<file path="src/rtl/sram_stream_reader.sv">
// sram_stream_reader
//   Streams a contiguous address range out of one SRAM bank onto a
//   valid/ready output. A 2-entry registered FIFO absorbs the 1-cycle SRAM
//   read latency so the stream runs at one word per cycle when the consumer
//   is ready.
//
// Ports
//   clk, rst          : clock, synchronous active-high reset
//   start             : command strobe, sampled only while idle
//   base_addr, length : transfer descriptor, latched with start
//   busy, done        : transfer in progress / one-cycle completion pulse
//   sram_en, sram_we  : read issue (we is always 0)
//   sram_addr         : read address (wraps modulo 2^ADDR_WIDTH)
//   sram_rdata        : SRAM read data, valid the cycle after sram_en
//   m_valid, m_data   : output word (FIFO head)
//   m_last            : marks the final word of the transfer
//   m_ready           : consumer accept
//
// States
//   IDLE  | waiting for start
//   READ  | issuing reads under the FIFO credit rule
//   DRAIN | all reads issued, waiting for the last word to be accepted
module sram_stream_reader #(
  parameter int DATA_WIDTH = 8,
  parameter int ADDR_WIDTH = 14,
  parameter int LEN_WIDTH  = ADDR_WIDTH + 1
) (
  input  logic                  clk,
  input  logic                  rst,
  input  logic                  start,
  input  logic [ADDR_WIDTH-1:0] base_addr,
  input  logic [LEN_WIDTH-1:0]  length,
  output logic                  busy,
  output logic                  done,
  output logic                  sram_en,
  output logic                  sram_we,
  output logic [ADDR_WIDTH-1:0] sram_addr,
  input  logic [DATA_WIDTH-1:0] sram_rdata,
  output logic                  m_valid,
  output logic [DATA_WIDTH-1:0] m_data,
  output logic                  m_last,
  input  logic                  m_ready
);

  typedef enum logic [1:0] {
    S_IDLE  = 2'd0,
    S_READ  = 2'd1,
    S_DRAIN = 2'd2
  } state_t;

  state_t                state_q, state_d;
  logic [ADDR_WIDTH-1:0] base_q, base_d;
  logic [LEN_WIDTH-1:0]  len_q, len_d;
  logic [LEN_WIDTH-1:0]  issue_q, issue_d;
  logic [LEN_WIDTH-1:0]  out_q, out_d;
  logic                  inflight_q, inflight_d;
  logic                  done_q, done_d;
  logic [DATA_WIDTH-1:0] fifo0_q, fifo0_d;
  logic [DATA_WIDTH-1:0] fifo1_q, fifo1_d;
  logic                  rd_ptr_q, rd_ptr_d;
  logic                  wr_ptr_q, wr_ptr_d;
  logic [1:0]            count_q, count_d;

  logic                  pop;
  logic [2:0]            occ_after;
  logic                  issue;

  always_ff @(posedge clk) begin
    if (rst) begin
      state_q    <= S_IDLE;
      base_q     <= '0;
      len_q      <= '0;
      issue_q    <= '0;
      out_q      <= '0;
      inflight_q <= 1'b0;
      done_q     <= 1'b0;
      fifo0_q    <= '0;
      fifo1_q    <= '0;
      rd_ptr_q   <= 1'b0;
      wr_ptr_q   <= 1'b0;
      count_q    <= '0;
    end else begin
      state_q    <= state_d;
      base_q     <= base_d;
      len_q      <= len_d;
      issue_q    <= issue_d;
      out_q      <= out_d;
      inflight_q <= inflight_d;
      done_q     <= done_d;
      fifo0_q    <= fifo0_d;
      fifo1_q    <= fifo1_d;
      rd_ptr_q   <= rd_ptr_d;
      wr_ptr_q   <= wr_ptr_d;
      count_q    <= count_d;
    end
  end

  always_comb begin
    m_valid   = (count_q != 2'd0);
    m_data    = rd_ptr_q ? fifo1_q : fifo0_q;
    pop       = m_valid && m_ready;
    // Occupancy the FIFO will have once the outstanding read lands and this
    // cycle's pop retires; a new read may only go out if that leaves a slot.
    occ_after = 3'(count_q) + 3'(inflight_q) - 3'(pop);
    issue     = (state_q == S_READ) && (occ_after < 3'd2);
    sram_en   = issue;
    sram_we   = 1'b0;
    sram_addr = base_q + issue_q[ADDR_WIDTH-1:0];
    m_last    = m_valid && (out_q == (len_q - LEN_WIDTH'(1)));
    busy      = (state_q != S_IDLE);
    done      = done_q;
  end

  always_comb begin
    state_d    = state_q;
    base_d     = base_q;
    len_d      = len_q;
    issue_d    = issue_q;
    out_d      = out_q;
    done_d     = 1'b0;
    inflight_d = issue;
    fifo0_d    = fifo0_q;
    fifo1_d    = fifo1_q;
    rd_ptr_d   = rd_ptr_q;
    wr_ptr_d   = wr_ptr_q;
    count_d    = 2'(3'(count_q) + 3'(inflight_q) - 3'(pop));

    // Returning read data is captured unconditionally; credit guarantees room.
    if (inflight_q) begin
      if (wr_ptr_q) fifo1_d = sram_rdata;
      else          fifo0_d = sram_rdata;
      wr_ptr_d = ~wr_ptr_q;
    end
    if (pop) begin
      rd_ptr_d = ~rd_ptr_q;
      out_d    = out_q + LEN_WIDTH'(1);
    end

    case (state_q)
      S_IDLE: begin
        if (start) begin
          base_d  = base_addr;
          len_d   = length;
          issue_d = '0;
          out_d   = '0;
          state_d = (length == '0) ? S_DRAIN : S_READ;
        end
      end
      S_READ: begin
        if (issue) begin
          issue_d = issue_q + LEN_WIDTH'(1);
          if ((issue_q + LEN_WIDTH'(1)) == len_q) state_d = S_DRAIN;
        end
      end
      S_DRAIN: begin
        // Finishes in the cycle of the final handshake (or at once for len=0).
        if ((out_q + LEN_WIDTH'(pop)) == len_q) begin
          state_d = S_IDLE;
          done_d  = 1'b1;
        end
      end
      default: state_d = S_IDLE;
    endcase
  end

endmodule
</file>
<file path="config.mk">
export PLATFORM = sky130hd
export DESIGN_NAME = sram_stream_reader
export DESIGN_NICKNAME = d
export VERILOG_FILES = /design/src/rtl/sram_stream_reader.sv
export SDC_FILE = /design/constraint.sdc
export NUM_CORES = 1
export LEC_CHECK = 0
export CAP_MARGIN = 40
export CORE_MARGIN = 5
export CORE_UTILIZATION = 30
export DETAILED_ROUTE_END_ITERATION = 7
export GPL_TIMING_DRIVEN = 0
export SLEW_MARGIN = 30
export SYNTH_ARGS = -nofsm -noshare
export SYNTH_HDL_FRONTEND = slang
export SYNTH_SLANG_ARGS = --single-unit
</file>
<file path="constraint.sdc">
create_clock -name clk -period 6.98 [get_ports clk]
set_input_delay 1.745 -clock clk [delete_from_list [all_inputs] [get_ports clk]]
set_output_delay 1.745 -clock clk [all_outputs]
set_load 0.01 [all_outputs]
</file>
==> results of run 1 <==
==> power groups by stage <==
stage / combinational (mW) / sequential [mW] / clock, mW
floorplan: 0.337 / 0.542 / 0
CTS: 0.510 / 0.543 / 0.495
finish: 0.509 / 0.543 / 0.481
global route: 0.564 / 0.548 / 0.518
global placement: 0.500 / 0.553 / 0
detailed placement: 0.504 / 0.554 / 0
==> layer usage <==
layer  share of wire  vias up
li1                -     2704
met4           0.012        0
met2            0.44       95
met3           0.037       13
met5               0        -
met1            0.51     2377
==> registers in the layout (all words and copies together) (netlist names) <==
register and count:
wr_ptr_q 1, base_q 14, state_q 2, rd_ptr_q 1
out_q 15, len_q 15, fifo0_q 8, issue_q 15
count_q 2, done 1, inflight_q 1, fifo1_q 8
==> worst max-delay path, cell delays in order <==
cell and delay [ps]:
clkdlybuf4s50_1 380, and2_1 130, buf_4 170, ha_1 280, inv_1 40, ha_1 180, fa_1 390, xnor2_1 160
or3_1 360, inv_1 100, clkbuf_1 400, clkdlybuf4s50_1 650
==> how the worst max path moves through the flow <==
stage               startpoint       to  slack [ps]  cells after the start
detailed placement     m_ready  sram_en         230                     12
floorplan              m_ready  sram_en        1510                     10
finish                 m_ready  sram_en         230                     12
CTS                    m_ready  sram_en         200                     12
global route           m_ready  sram_en          70                     12
global placement       m_ready  sram_en         260                     12
==> kinds of logic (layout without fill, tap and decap cells) <==
family | count (synthesis) | after routing
XOR/XNOR | 64 | 64
adder cells (fa/ha/maj) | 22 | 22
multiplexers | 16 | 16
AO/OA/AOI/OAI | 152 | 152
AND/OR/NAND/NOR | 321 | 321
buffers and inverters | 76 | 158
flip-flops | 83 | 83
other | 1 | 1
==> area by class of cell <==
type,instances,area share
Timing Repair Buffer,66,0.0969
Sequential cell,83,0.244
Tap cell,229,0.0420
Clock inverter,7,0.0112
Clock buffer,9,0.0330
Buffer,53,0.0459
Multi-Input combinational cell,576,0.515
Inverter,23,0.0127
==> Yosys cell counts (3+ instances only) <==
| master | n |
|---|---|
| nor2b_1 | 6 |
| nand2b_1 | 5 |
| and2_1 | 9 |
| nor3_1 | 29 |
| or3_1 | 11 |
| and3_1 | 6 |
| xnor2_1 | 38 |
| nor2_1 | 65 |
| clkbuf_8 | 6 |
| ha_1 | 20 |
| nand4_1 | 14 |
| o21ai_0 | 29 |
| a21oi_1 | 74 |
| mux2i_1 | 5 |
| mux2_2 | 11 |
| xor2_1 | 26 |
| buf_4 | 7 |
| nand2_1 | 118 |
| nand3_1 | 25 |
| buf_2 | 8 |
| clkbuf_1 | 27 |
| inv_1 | 23 |
| o21a_1 | 3 |
| a211oi_1 | 5 |
| a211o_1 | 4 |
| dfxtp_1 | 83 |
| nor3b_1 | 3 |
| nand3b_1 | 3 |
| a31oi_1 | 7 |
| or2_2 | 3 |
| nor4_1 | 9 |
==> results.txt, run 1 <==
* Most utilized layer in the global route result: met2
- From bottom edge to top edge, the die measures 146 µm.
* Setup repair bufs after CTS: 0
- Part of the cycle the worst path needs: 0.967
* Reg power frac: 0.354
- Setup slack closes at 230 ps.
- Max-capacitance violation count: 0
- Number of warning messages in the yosys log: 0
- Counting every instance in the synthesized netlist gives 735.
- Crit end category: primary output
* Switching power: 548 µW
- For met1 alone, demand over resource in global routing was 0.204.
- For this design, the CTS-stage hold fixing added 0 buffers.
- Switching fraction of total power: 0.357
- Met2 Track Usage GR: 0.224
- The area growth from synthesis to layout is 22.4%.
- Post-Route Hold Slack: 454 ps
* WP data arrival: 5010 ps
- Share of the synthesized area in the top cell type: 0.298
- In this run, placement finished with an instance count of 1030.
* Unrepaired setup endpoints after global routing: false
- Final number of hold-violating endpoints: 0
- Initial core utilization: 0.307
- The worst-case IR drop observed on VDD is 0.000117 V.
* PwrDens: 225 mW/mm²
- The finished cells cover 0.00682 mm².
* Horiz. Die Dim: 146 µm
- In this run the tightest slew margin relative to its limit is 0.583.
- At the end of routability-driven placement, the weighted congestion stood at 0.886.
- Antenna Cells: 0
* Number of enable flip-flop cells after synthesis: 0
- Post-CTS repair changed the size of 0 cells.
- The routed layout has 5189 vias.
* Proportion of synthesized chip area in sequential cells: 0.298
- The number of antenna violations at the first check in global routing was 0.
* Longest Clk Path Bufs: 2
- Average wire length per cell after detail routing: 14.8 µm
* Setup slack on the worst flop-to-flop path: 3300 ps
- In this run the remaining antenna-violating nets after routing total 0.
- In this run the cell area measured after placement is 0.00652 mm².
* Fmax: 148 MHz
- Area occupied by registers: 0.00166 mm²
- Of the total power, the clock network draws 0.314.
- Summing all multi-input logic gate instances after layout gives 0.00351 mm².
- Core region area: 0.0181 mm²
- In the layout the commonest cells are 118 x nand2_1, 83 x dfxtp_1, 74 x a21oi_1, 66 x clkdlybuf4s50_1, 65 x nor2_1.
- Final HPWL from detailed placement: 12000 µm
- The run finished with clean final reports.
* Main combinational cell family by area after synthesis: simple AND/OR/NAND/NOR gates
- Yosys attributes the largest share of cell area to dfxtp_1 30%, nand2_1 7.9%, a21oi_1 6.6%.
* Predominant post-synthesis flop cell: dfxtp_1
- The worst hold path belongs to the class flip-flop to flip-flop.
- Clock-pin slew was measured on the worst setup and hold paths at 70 ps.
- The startpoint identified for the worst register-to-register timing path is count_q[1].
* Sink of the worst hold path: fifo0_q[5]
- In the synthesized netlist the async set-or-reset flop fraction comes to 0.
* Avg Synthesized Cell Area: 7.58 µm²
- Die area: 0.0214 mm²
* Number of top-level pins: 69
- The share of total power dissipated in combinational logic is 0.332.
- Along the worst hold path, the cell count comes to 2.
* Total negative slack for setup checks: 0 ps
- Worst-case clock skew: 9.96 ps
- The internal power of the cells totals 986 µW.
- For this run, the number of standard cells in the final layout without fillers is 1046.
* Critical Path RT: 5240 ps
* TritonCTS clock tree: yes
- In this run, distinct cell masters in the synthesized netlist total 73.
* Multiplexer fraction of the synthesized cell area: 0.0312
* Clock insertion delay at the later pin of the skew report: 350 ps
* Post-synthesis register bit count: 83
* Final Slew Violations: 0
- The critical path is of the input port to primary output type.
- Static Leakage: 2.56 nW
- Total grt overflow: 0
* Combined area of all synthesized cells: 0.00557 mm²
- In the routed design, unresolved DRC markers number 0.
- Subtracting the final worst setup slack from the clock period gives 6750 ps.
* Setup slack at placement: 230 ps
* Average vias per placed instance: 4.96
* Nets: 875
- In the final layout, the share of cells above drive strength 1 is 0.0845.
- Beginning of the worst hold path: fifo0_q[5]
* CP Launch Type: input port
- Of all nets on the critical path, the largest fanout is 10.
- Setup violations, final: 0
- H-tree Lvls: 3
- The library cell used most frequently in the layout, excluding fill and tap cells, is nand2_1.
- Total chip power: 1.53 mW
- Global-route wire length before repair: 25200 µm
* Post-Route Utilization: 0.376
- The initialized floorplan defines 49 standard-cell rows.
- CTS Buf Count: 9
- In this run, the number of DRC markers left after iteration 0 of detailed routing was 245.
- Met3 GRT Util: 0.0251
* Reg2reg end: issue_q[2]
- Wires add up to 15500 µm.
- Total nets after synthesis: 798
- Post-Synth XOR/XNOR Area: 0.101
* Slew @ Worst Pin: 623 ps
* Via count of the first global-routing pass: 4836
- Number of clock sinks: 83
* Cell accounting for the most synthesized area: dfxtp_1
- Of the total synthesized cell area, the portion taken by AND, OR, NAND and NOR gates is 0.279.
- Compound-Gate Fraction of Synth Area: 0.167
- Number of iterations in the first detailed-routing pass: 5
- Measured in cells, the most critical reg-to-reg path has a length of 14.
- Input and output buffers added on the ports amount to 66.
- Post-synthesis share of cell area spent on full adders, half adders and majority gates: 0.0521
- Clock tree root buffer cell: clkbuf_16
- Entering global routing, the biggest net connects 19 pins.
* Total GRT Usage: 0.144
- Number of fill cells in the layout: 1941
No activity file was read; power rests on OpenSTA's default activity.
==> run 2, diff against run 1 <==
--- a/config.mk
+++ b/config.mk
@@ -5,7 +5,6 @@
 export SDC_FILE = /design/constraint.sdc
 export NUM_CORES = 1
 export LEC_CHECK = 0
-export CAP_MARGIN = 40
 export CORE_MARGIN = 5
 export CORE_UTILIZATION = 30
 export DETAILED_ROUTE_END_ITERATION = 7
==> results of run 2 <==
Same layout as run 1: the final DEF is identical, and so are final timing and power.
